===== config.mk =====
export PLATFORM = sky130hd
export DESIGN_NAME = param_element_search_flat
export DESIGN_NICKNAME = d
export VERILOG_FILES = /design/src/rtl/param_element_search_if.sv /design/src/rtl/param_element_search.sv /design/src/flat_wrapper.sv
export SDC_FILE = /design/constraint.sdc
export NUM_CORES = 1
export LEC_CHECK = 0
export BUFFER_PORTS_ARGS = -buffer_cell sky130_fd_sc_hd__buf_4
export CAP_MARGIN = 10
export CORE_MARGIN = 3
export CORE_UTILIZATION = 56
export DETAILED_ROUTE_END_ITERATION = 8
export GPL_ROUTABILITY_DRIVEN = 0
export HOLD_SLACK_MARGIN = 0.02
export PLACE_DENSITY = 0.78
export SYNTH_ARGS = -nofsm -noshare
export SYNTH_HDL_FRONTEND = slang
export SYNTH_SLANG_ARGS = --single-unit

===== constraint.sdc =====
create_clock -name clk -period 4.6 [get_ports clk]
set_input_delay 0.92 -clock clk [delete_from_list [all_inputs] [get_ports clk]]
set_output_delay 0.92 -clock clk [all_outputs]
set_load 0.02 [all_outputs]

===== src/rtl/param_element_search_if.sv =====
// Purpose : bundle of search request/result signals between controller and engine.
// Latency : none, wires only.
// Backpressure: start/ack handshake. start is sampled only while idle, ack only while done.
// Ports   : start, ack, mode, key, data_in (controller -> engine);
//           busy, done, found, location, value, cycles (engine -> controller).
interface param_element_search_if #(
  parameter int N    = 10,
  parameter int W    = 7,
  parameter int IDXW = 4,
  parameter int CNTW = 8
);
  logic            start;
  logic            ack;
  logic [1:0]      mode;
  logic [W-1:0]    key;
  logic [N*W-1:0]  data_in;
  logic            busy;
  logic            done;
  logic            found;
  logic [IDXW-1:0] location;
  logic [W-1:0]    value;
  logic [CNTW-1:0] cycles;

  modport master (
    output start, ack, mode, key, data_in,
    input  busy, done, found, location, value, cycles
  );

  modport slave (
    input  start, ack, mode, key, data_in,
    output busy, done, found, location, value, cycles
  );
endinterface


===== src/rtl/param_element_search.sv =====
// Purpose : sequential max/min/first-match/last-match search over an N x W-bit array.
// Latency : N scan cycles after the capture edge, or k+1 on an early first-match at index k.
// Backpressure: start is taken only in IDLE. The result holds in DONE until ack, then stays visible in IDLE.
// Ports   : clk, reset (async, active-high), bus (slave side of param_element_search_if).
module param_element_search #(
  parameter int N    = 10,
  parameter int W    = 7,
  parameter int IDXW = 4,
  parameter int CNTW = 8
) (
  input logic                  clk,
  input logic                  reset,
  param_element_search_if.slave bus
);

  typedef enum logic [1:0] {IDLE, SCAN, DONE} state_t;

  localparam logic [1:0] MODE_MAX   = 2'b00;
  localparam logic [1:0] MODE_MIN   = 2'b01;
  localparam logic [1:0] MODE_FIRST = 2'b10;
  localparam logic [1:0] MODE_LAST  = 2'b11;

  // Search request captured together with the array at the start edge.
  typedef struct packed {
    logic [1:0]   mode;
    logic [W-1:0] key;
  } req_t;

  state_t          state, state_nxt;
  req_t            req;
  logic [W-1:0]    arr [N];
  logic [IDXW-1:0] idx;
  logic [CNTW-1:0] cycles;
  logic            found;
  logic [IDXW-1:0] location;
  logic [W-1:0]    value;

  logic [W-1:0]    elem;
  logic            is_last;
  logic            is_eq;
  logic            take;
  logic            early;
  logic            capture;

  // Element under examination. The mux is built by comparison so the index
  // width never has to match the array depth.
  always_comb begin
    elem = '0;
    for (int i = 0; i < N; i++) begin
      if (idx == IDXW'(i)) elem = arr[i];
    end
  end

  always_comb begin
    is_last = (idx == IDXW'(N - 1));
    is_eq   = (elem == req.key);
    // value doubles as the running best in max/min modes. idx 0 always seeds it.
    case (req.mode)
      MODE_MAX:   take = (idx == '0) || (elem > value);
      MODE_MIN:   take = (idx == '0) || (elem < value);
      MODE_FIRST: take = is_eq;
      MODE_LAST:  take = is_eq;
      default:    take = 1'b0;
    endcase
    early   = (req.mode == MODE_FIRST) && is_eq;
    capture = (state == IDLE) && bus.start;
  end

  // Next-state logic
  always_comb begin
    state_nxt = state;
    case (state)
      IDLE:    if (bus.start) state_nxt = SCAN;
      SCAN:    if (is_last || early) state_nxt = DONE;
      DONE:    if (bus.ack) state_nxt = IDLE;
      default: state_nxt = IDLE;
    endcase
  end

  always_ff @(posedge clk or posedge reset) begin
    if (reset) state <= IDLE;
    else       state <= state_nxt;
  end

  // Datapath: capture in IDLE, one element per cycle in SCAN, hold otherwise.
  always_ff @(posedge clk or posedge reset) begin
    if (reset) begin
      for (int i = 0; i < N; i++) arr[i] <= '0;
      req      <= '0;
      idx      <= '0;
      cycles   <= '0;
      found    <= 1'b0;
      location <= '0;
      value    <= '0;
    end else if (capture) begin
      for (int i = 0; i < N; i++) arr[i] <= bus.data_in[i*W +: W];
      req.mode <= bus.mode;
      req.key  <= bus.key;
      idx      <= '0;
      cycles   <= '0;
      found    <= 1'b0;
      location <= '0;
      value    <= '0;
    end else if (state == SCAN) begin
      idx <= idx + IDXW'(1);
      if (cycles != '1) cycles <= cycles + CNTW'(1);
      if (take) begin
        found    <= 1'b1;
        location <= idx;
        value    <= elem;
      end
    end
  end

  assign bus.busy     = (state == SCAN);
  assign bus.done     = (state == DONE);
  assign bus.found    = found;
  assign bus.location = location;
  assign bus.value    = value;
  assign bus.cycles   = cycles;

endmodule


===== src/flat_wrapper.sv =====
// flat-port wrapper written by rule: the top's interface ports become plain ports
module param_element_search_flat 
#(
  parameter int N    = 10,
  parameter int W    = 7,
  parameter int IDXW = 4,
  parameter int CNTW = 8
)
  (clk, reset, bus_start, bus_ack, bus_mode, bus_key, bus_data_in, bus_busy, bus_done, bus_found, bus_location, bus_value, bus_cycles);
  param_element_search_if #(.N(N), .W(W), .IDXW(IDXW), .CNTW(CNTW)) bus_i ();
  input logic clk;
  input logic reset;
  input wire logic [$bits(bus_i.start)-1:0] bus_start;
  input wire logic [$bits(bus_i.ack)-1:0] bus_ack;
  input wire logic [$bits(bus_i.mode)-1:0] bus_mode;
  input wire logic [$bits(bus_i.key)-1:0] bus_key;
  input wire logic [$bits(bus_i.data_in)-1:0] bus_data_in;
  output wire logic [$bits(bus_i.busy)-1:0] bus_busy;
  output wire logic [$bits(bus_i.done)-1:0] bus_done;
  output wire logic [$bits(bus_i.found)-1:0] bus_found;
  output wire logic [$bits(bus_i.location)-1:0] bus_location;
  output wire logic [$bits(bus_i.value)-1:0] bus_value;
  output wire logic [$bits(bus_i.cycles)-1:0] bus_cycles;
  assign bus_i.start = bus_start;
  assign bus_i.ack = bus_ack;
  assign bus_i.mode = bus_mode;
  assign bus_i.key = bus_key;
  assign bus_i.data_in = bus_data_in;
  assign bus_busy = bus_i.busy;
  assign bus_done = bus_i.done;
  assign bus_found = bus_i.found;
  assign bus_location = bus_i.location;
  assign bus_value = bus_i.value;
  assign bus_cycles = bus_i.cycles;
  param_element_search #(.N(N), .W(W), .IDXW(IDXW), .CNTW(CNTW)) u_core (.clk(clk), .reset(reset), .bus(bus_i));
endmodule

Word-level counts from Yosys, hierarchy flattened. Cells that the tools add are included.

Word-level logic and storage cells: 85. Output and inout port bits: 22. Register bits: 105. Bits of input ports: 83.

$lt $le $gt $ge: 2. Eq/ne operators: 19. Add/sub/neg operators: 2. Mux-type cells: 29. Reductions and logical operators: 15.

Operators by type and width (count): 7-bit two-way mux (13); 8-bit two-way mux (3); 4-bit two-way mux (5); 4-bit by 3-bit == test with 1-bit output, second input constant (4); 8-bit by 1-bit adder with 8-bit output, second input constant (1); 4-bit by 2-bit == test with 1-bit output, second input constant (2); 4-bit == test, second input constant (2); 8-bit inequality test, second input constant (1); 7-bit == test (1); 7-bit greater-than comparator (1); 7-bit < comparator (1); 2-bit == test, second input constant (3); 2-bit two-way mux (3); 2-bit case mux with 3 select lines (1); 2-bit nonzero test (3); 4-bit by 1-bit adder with 4-bit output, second input constant (1); 2-bit by 1-bit == test with 1-bit output, second input constant (2); 4-bit by 1-bit == test with 1-bit output, second input constant (1); 2-bit zero test (2); 4-bit zero test (1); 2-bit inequality test, second input constant (2); 2-bit AND reduction (2); 1-bit logical OR (3); 1-bit two-way mux (3); other kinds (5) (6).

Depth between registers and ports, before layout.
Depth in word-level cells: 17. Mapped depth: 19. Gate-level depth less buffers: 16.

Least setup slack after synthesis. No wires, ideal clock.

Kind: register to register. Start point: register u_core.idx[1]. End point: register u_core.location[0], in the netlist u_core.bus.location[0]. Buffers on the path: 3. Library setup time: 0.079 ns. Period minus slack after synthesis: 3.347 ns. Required time: 4.521 ns. Slack: 1.253 ns. Data arrival time: 3.268 ns. Cell stages (with the launch flop): 19. Cell sequence: dfrtp_1 inv_1 ha_1 buf_6 buf_2 a21oi_1 a221oi_1 o2111ai_1 nand2_1 ha_1 nor2b_1 o21a_1 o21ai_0 a21oi_1 mux2i_1 a21o_1 a21oi_4 buf_6 mux2i_1.

Longest elaborated chain between the ends: 16. Elaborated cells between the ends (all ways): 28. Classes of those cells: 2 x order compare; 10 x eq/ne; 11 x mux; 5 x reduce/logical.

RTL lines: start, declared (RTL line param_element_search.sv:32) `logic [IDXW-1:0] idx;`; start signal, assigned (RTL line param_element_search.sv:105) `idx <= idx + IDXW'(1);`; 4-bit zero test (RTL line param_element_search.sv:50, param_element_search.sv:59, param_element_search.sv:60); 7-bit two-way mux (10 in series) (RTL line param_element_search.sv:50) `if (idx == IDXW'(i)) elem = arr[i];`; 7-bit < comparator or 7-bit greater-than comparator (tied branches) (RTL line param_element_search.sv:60, param_element_search.sv:59); 1-bit logical OR (on tied branches) (RTL line param_element_search.sv:60, param_element_search.sv:59); 1-bit case mux with 3 select lines (*) (RTL line param_element_search.sv:58) `case (req.mode)`; 2-bit nonzero test (no line) (*); 2-bit AND reduction (no line) (*); end signal, assigned (RTL line param_element_search.sv:109) `location <= idx;`; end, declared (RTL line param_element_search.sv:35) `logic [IDXW-1:0] location;`.

Every way passes the cells marked *; elsewhere a longest branch is shown, timed or not. A chain may end at the register's enable or synchronous reset.

Worst setup path in the final report.
Start point: register u_core.idx[0]. End point: register u_core.value[0], in the netlist u_core.bus.value[0].

Longest elaborated chain between the ends: 16. Elaborated cells between the ends (all ways): 31. Classes of those cells: 2 x order compare; 10 x eq/ne; 14 x mux; 5 x reduce/logical.

RTL lines: 4-bit zero test (RTL line param_element_search.sv:50, param_element_search.sv:59, param_element_search.sv:60); 7-bit two-way mux (10 in series) (RTL line param_element_search.sv:50); 7-bit < comparator or 7-bit greater-than comparator (tied branches) (RTL line param_element_search.sv:60, param_element_search.sv:59); 1-bit logical OR (on tied branches) (RTL line param_element_search.sv:60, param_element_search.sv:59); 1-bit case mux with 3 select lines (RTL line param_element_search.sv:58); 2-bit nonzero test (no line); 2-bit AND reduction (no line); end signal, assigned (RTL line param_element_search.sv:110) `value <= elem;`; end, declared (RTL line param_element_search.sv:36) `logic [W-1:0] value;`.

Parallel ways exist; a longest one is shown, timed or not. The select of a mux whose other input is x is not followed.

==> impl_metrics.json <==
{
  "min_from": "u_core.arr[23]",
  "drc": 0,
  "die_h_um": 105,
  "fin_crit_sh": 0.910,
  "clk_latency_ps": 370,
  "start_util": 0.584,
  "worstSetupPathType": "register to register",
  "pwr-share-comb": 0.506,
  "p_switching_mw": 2.03,
  "clockBufferDepth": 2,
  "nets": 817,
  "setup_viol": 0,
  "power_density_nw_per_um2": 690,
  "vias_per_cell": 5.59,
  "num_rows": 35,
  "cts_tree": "built",
  "regArea_um2": 2630,
  "crit_path_start_kind": "register",
  "path_max_fanout": 28,
  "slew_headroom": 0.300,
  "final_util": 0.692,
  "port_buffers": 104,
  "switching_share": 0.451,
  "clk_pin_slew_worst_paths_ps": 100,
  "startpoint": "u_core.idx[0]",
  "multiInputGateArea_um2": 2590,
  "finalSetupTns_ps": 0,
  "grt_pass1_wl_mm": 23.5,
  "grt-ovfl-total": 0,
  "avgSynthCellArea_um2": 8.65,
  "finalWorstSetupSlack_ps": 414,
  "antenna_cells": 0,
  "skew_ps": 9.21,
  "hold_violations": 0,
  "ys_ff_latch": 105,
  "cts.sinks": 105,
  "internal_power_mw": 2.47,
  "num_io_pins": 105,
  "cap_violations": 0,
  "r2r_start": "u_core.idx[0]",
  "hp-class": "register to register",
  "pwr-share-clk": 0.123,
  "crit_chain": "inv_1 > ha_1 > inv_1 > a311oi_1 > o2111ai_1 > nand2_1 > ha_1 > nor2b_1 > o21a_1 > o21ai_0 > a21oi_1 > mux2i_1 > a21o_1 > a21oi_4 > mux2i_1",
  "leakage_nw": 3.25,
  "rsz0062_at_grt": "no",
  "fp.dieW_um": 105,
  "drive_gt1_frac": 0.198,
  "cts_resized": 0,
  "via_count": 4789,
  "seqPwrFrac": 0.372,
  "grt_max_degree": 86,
  "timing.hold.ws_ps": 495,
  "ant_nets": 0,
  "min_period_ps": 4190,
  "ys_warn_count": 0,
  "status": "finished, final reports clean",
  "cts_root_buffer": "clkbuf_8",
  "vdd_ir_drop_max_mv": 0.295,
  "antenna_found_initial": 0,
  "yosysSeqAreaShare": 0.477,
  "post-cts-setup-buffers": 0,
  "worstPathRequired_ps": 4900,
  "syn_area_um2": 5500,
  "grtUsageTotal": 0.262,
  "crit_slowest_cell": "ha_1",
  "fmax_mhz": 239,
  "critPathArrivalTime_ps": 4490,
  "drt_iter0_drc": 466,
  "synth-main-ff-cell": "dfrtp_1",
  "max_stage_delay_ps": 860,
  "drt_wl_total_mm": 13.8,
  "grt_pass1_vias": 4730,
  "cts_buffers": 9,
  "syn-num-nets": 731,
  "htree_levels": 3,
  "synthToLayoutAreaGrowth_pct": 18.4,
  "dp_hpwl_mm": 10.0,
  "cts_hold_buf": 0,
  "ys_types": 67,
  "final.fill_count": 740,
  "dpl_worst_slack_ps": 518,
  "worstSetupEndpointType": "register",
  "coreArea_um2": 9420,
  "async_flop_share": 1.00,
  "synth_edf_count": 0,
  "worst_slew_pin_slew_ps": 1050,
  "drtPass1Iterations": 6,
  "wire_per_inst_um": 16.1,
  "syn_inst": 636,
  "maxSlewViolCount": 0,
  "die_area_um2": 11100
}
[synth_stat cells (4+ instances only)]
| library cell | instances | share of area |
|---|---|---|
| nor2b_1 | 9 | 0.010 |
| nand3_1 | 5 | 0.0045 |
| nand2_1 | 239 | 0.16 |
| nand3b_1 | 14 | 0.019 |
| nor2_1 | 20 | 0.014 |
| o2bb2ai_1 | 8 | 0.013 |
| clkbuf_1 | 19 | 0.013 |
| inv_1 | 26 | 0.018 |
| o31ai_1 | 5 | 0.0068 |
| o21ai_0 | 24 | 0.022 |
| mux2i_1 | 4 | 0.0073 |
| a211oi_1 | 6 | 0.0082 |
| buf_2 | 11 | 0.010 |
| a21oi_1 | 26 | 0.024 |
| ha_1 | 12 | 0.027 |
| a221oi_1 | 4 | 0.0064 |
| or3_1 | 4 | 0.0045 |
| nand2b_1 | 9 | 0.010 |
| buf_6 | 4 | 0.0082 |
| dfrtp_1 | 105 | 0.48 |
[routing by layer]
metal | wire (um) | up-vias | global-route usage
met5 | 0 | - | 0
met2 | 6330 | 197 | 0.383
li1 | - | 2320 | -
met3 | 1090 | 22 | 0.0766
met1 | 6200 | 2250 | 0.387
met4 | 158 | 0 | 0.0544
[critical path: cells and delay by family, from the launching register on]
family	cells	cell delay, ps
multiplexers	2	360
AO/OA/AOI/OAI	7	1540
flip-flops	1	460
AND/OR/NAND/NOR	2	290
adder cells (fa/ha/maj)	2	1110
buffers and inverters	2	330
[path summary, 6_finish.rpt]
path | to | slack (ps) | cells past startpoint
max in group asynchronous | u_core.arr[59] | 2960 | 3
max | u_core.bus.value[0] | 410 | 15
min in group asynchronous | u_core.bus.cycles[5] | 780 | 2
max reg2reg | u_core.bus.value[0] | 410 | 15
min reg2reg | u_core.arr[23] | 490 | 2
min | u_core.arr[23] | 490 | 2
[power by group through the flow]
stage          sequential (mW)  combinational [mW]  clock [mW]
2_1_floorplan             1.58                1.72           0
3_3_place_gp              1.67                2.15           0
3_5_place_dp              1.67                2.25           0
4_1_cts                   1.66                2.26       0.564
5_1_grt                   1.71                2.54       0.601
6_report                  1.67                2.27       0.551
[cells by family (layout without fill, tap and decap cells)]
kind of cell             count (synthesis)  in the layout  synth area share
AO/OA/AOI/OAI                          117            117             0.157
XOR/XNOR                                 6              6           0.00955
adder cells (fa/ha/maj)                 12             12            0.0273
buffers and inverters                   65            156            0.0523
flip-flops                             105            105             0.477
multiplexers                             4              4           0.00728
AND/OR/NAND/NOR                        327            327             0.269
[state kept, by name, indices dropped and copies added (netlist names)]
name                 flops
u_core.bus.cycles        8
u_core.state             2
u_core.arr              70
u_core.bus.value         7
u_core.bus.found         1
u_core.bus.location      4
u_core.idx               4
u_core.req               9
[cell type report]
cell class                 count  share of cell area
multi-input combinational    466               0.398
clock inverter                 6             0.00884
inverter                      28              0.0165
clock buffer                  10              0.0196
timing repair buffer         112               0.129
tap                          129              0.0248
sequential                   105               0.403
[per-stage QoR]
stage / power, mW / cell area (um2) / cells
finish: 4.49 / 6510 / 856
global route: 4.86 / 6510 / 856
CTS: 4.48 / 6510 / 856
detailed placement: 3.92 / 6330 / 840
global placement: 3.82 / 6330 / 840
floorplan: 3.31 / 5500 / 636
[placed cells by master (no fill, tap or decap), types with 3 or more instances in the layout]
master,n
nand2_1,238
buf_4,112
dfrtp_1,105
a21oi_1,26
inv_1,25
o21ai_0,24
nor2_1,20
nand3b_1,14
ha_1,12
nand2b_1,9
nor2b_1,9
clkbuf_8,9
o2bb2ai_1,8
a211oi_1,6
o31ai_1,5
nand3_1,5
or3_1,4
mux2i_1,4
a221oi_1,4
nand4_1,3
xor2_1,3
nor3_1,3
xnor2_1,3
o21a_1,3
a21o_1,3
o22ai_1,3
and3_1,3
nor3b_1,3
a22oi_1,3
a221oi_2,3
(Power assumes the default switching activity.)
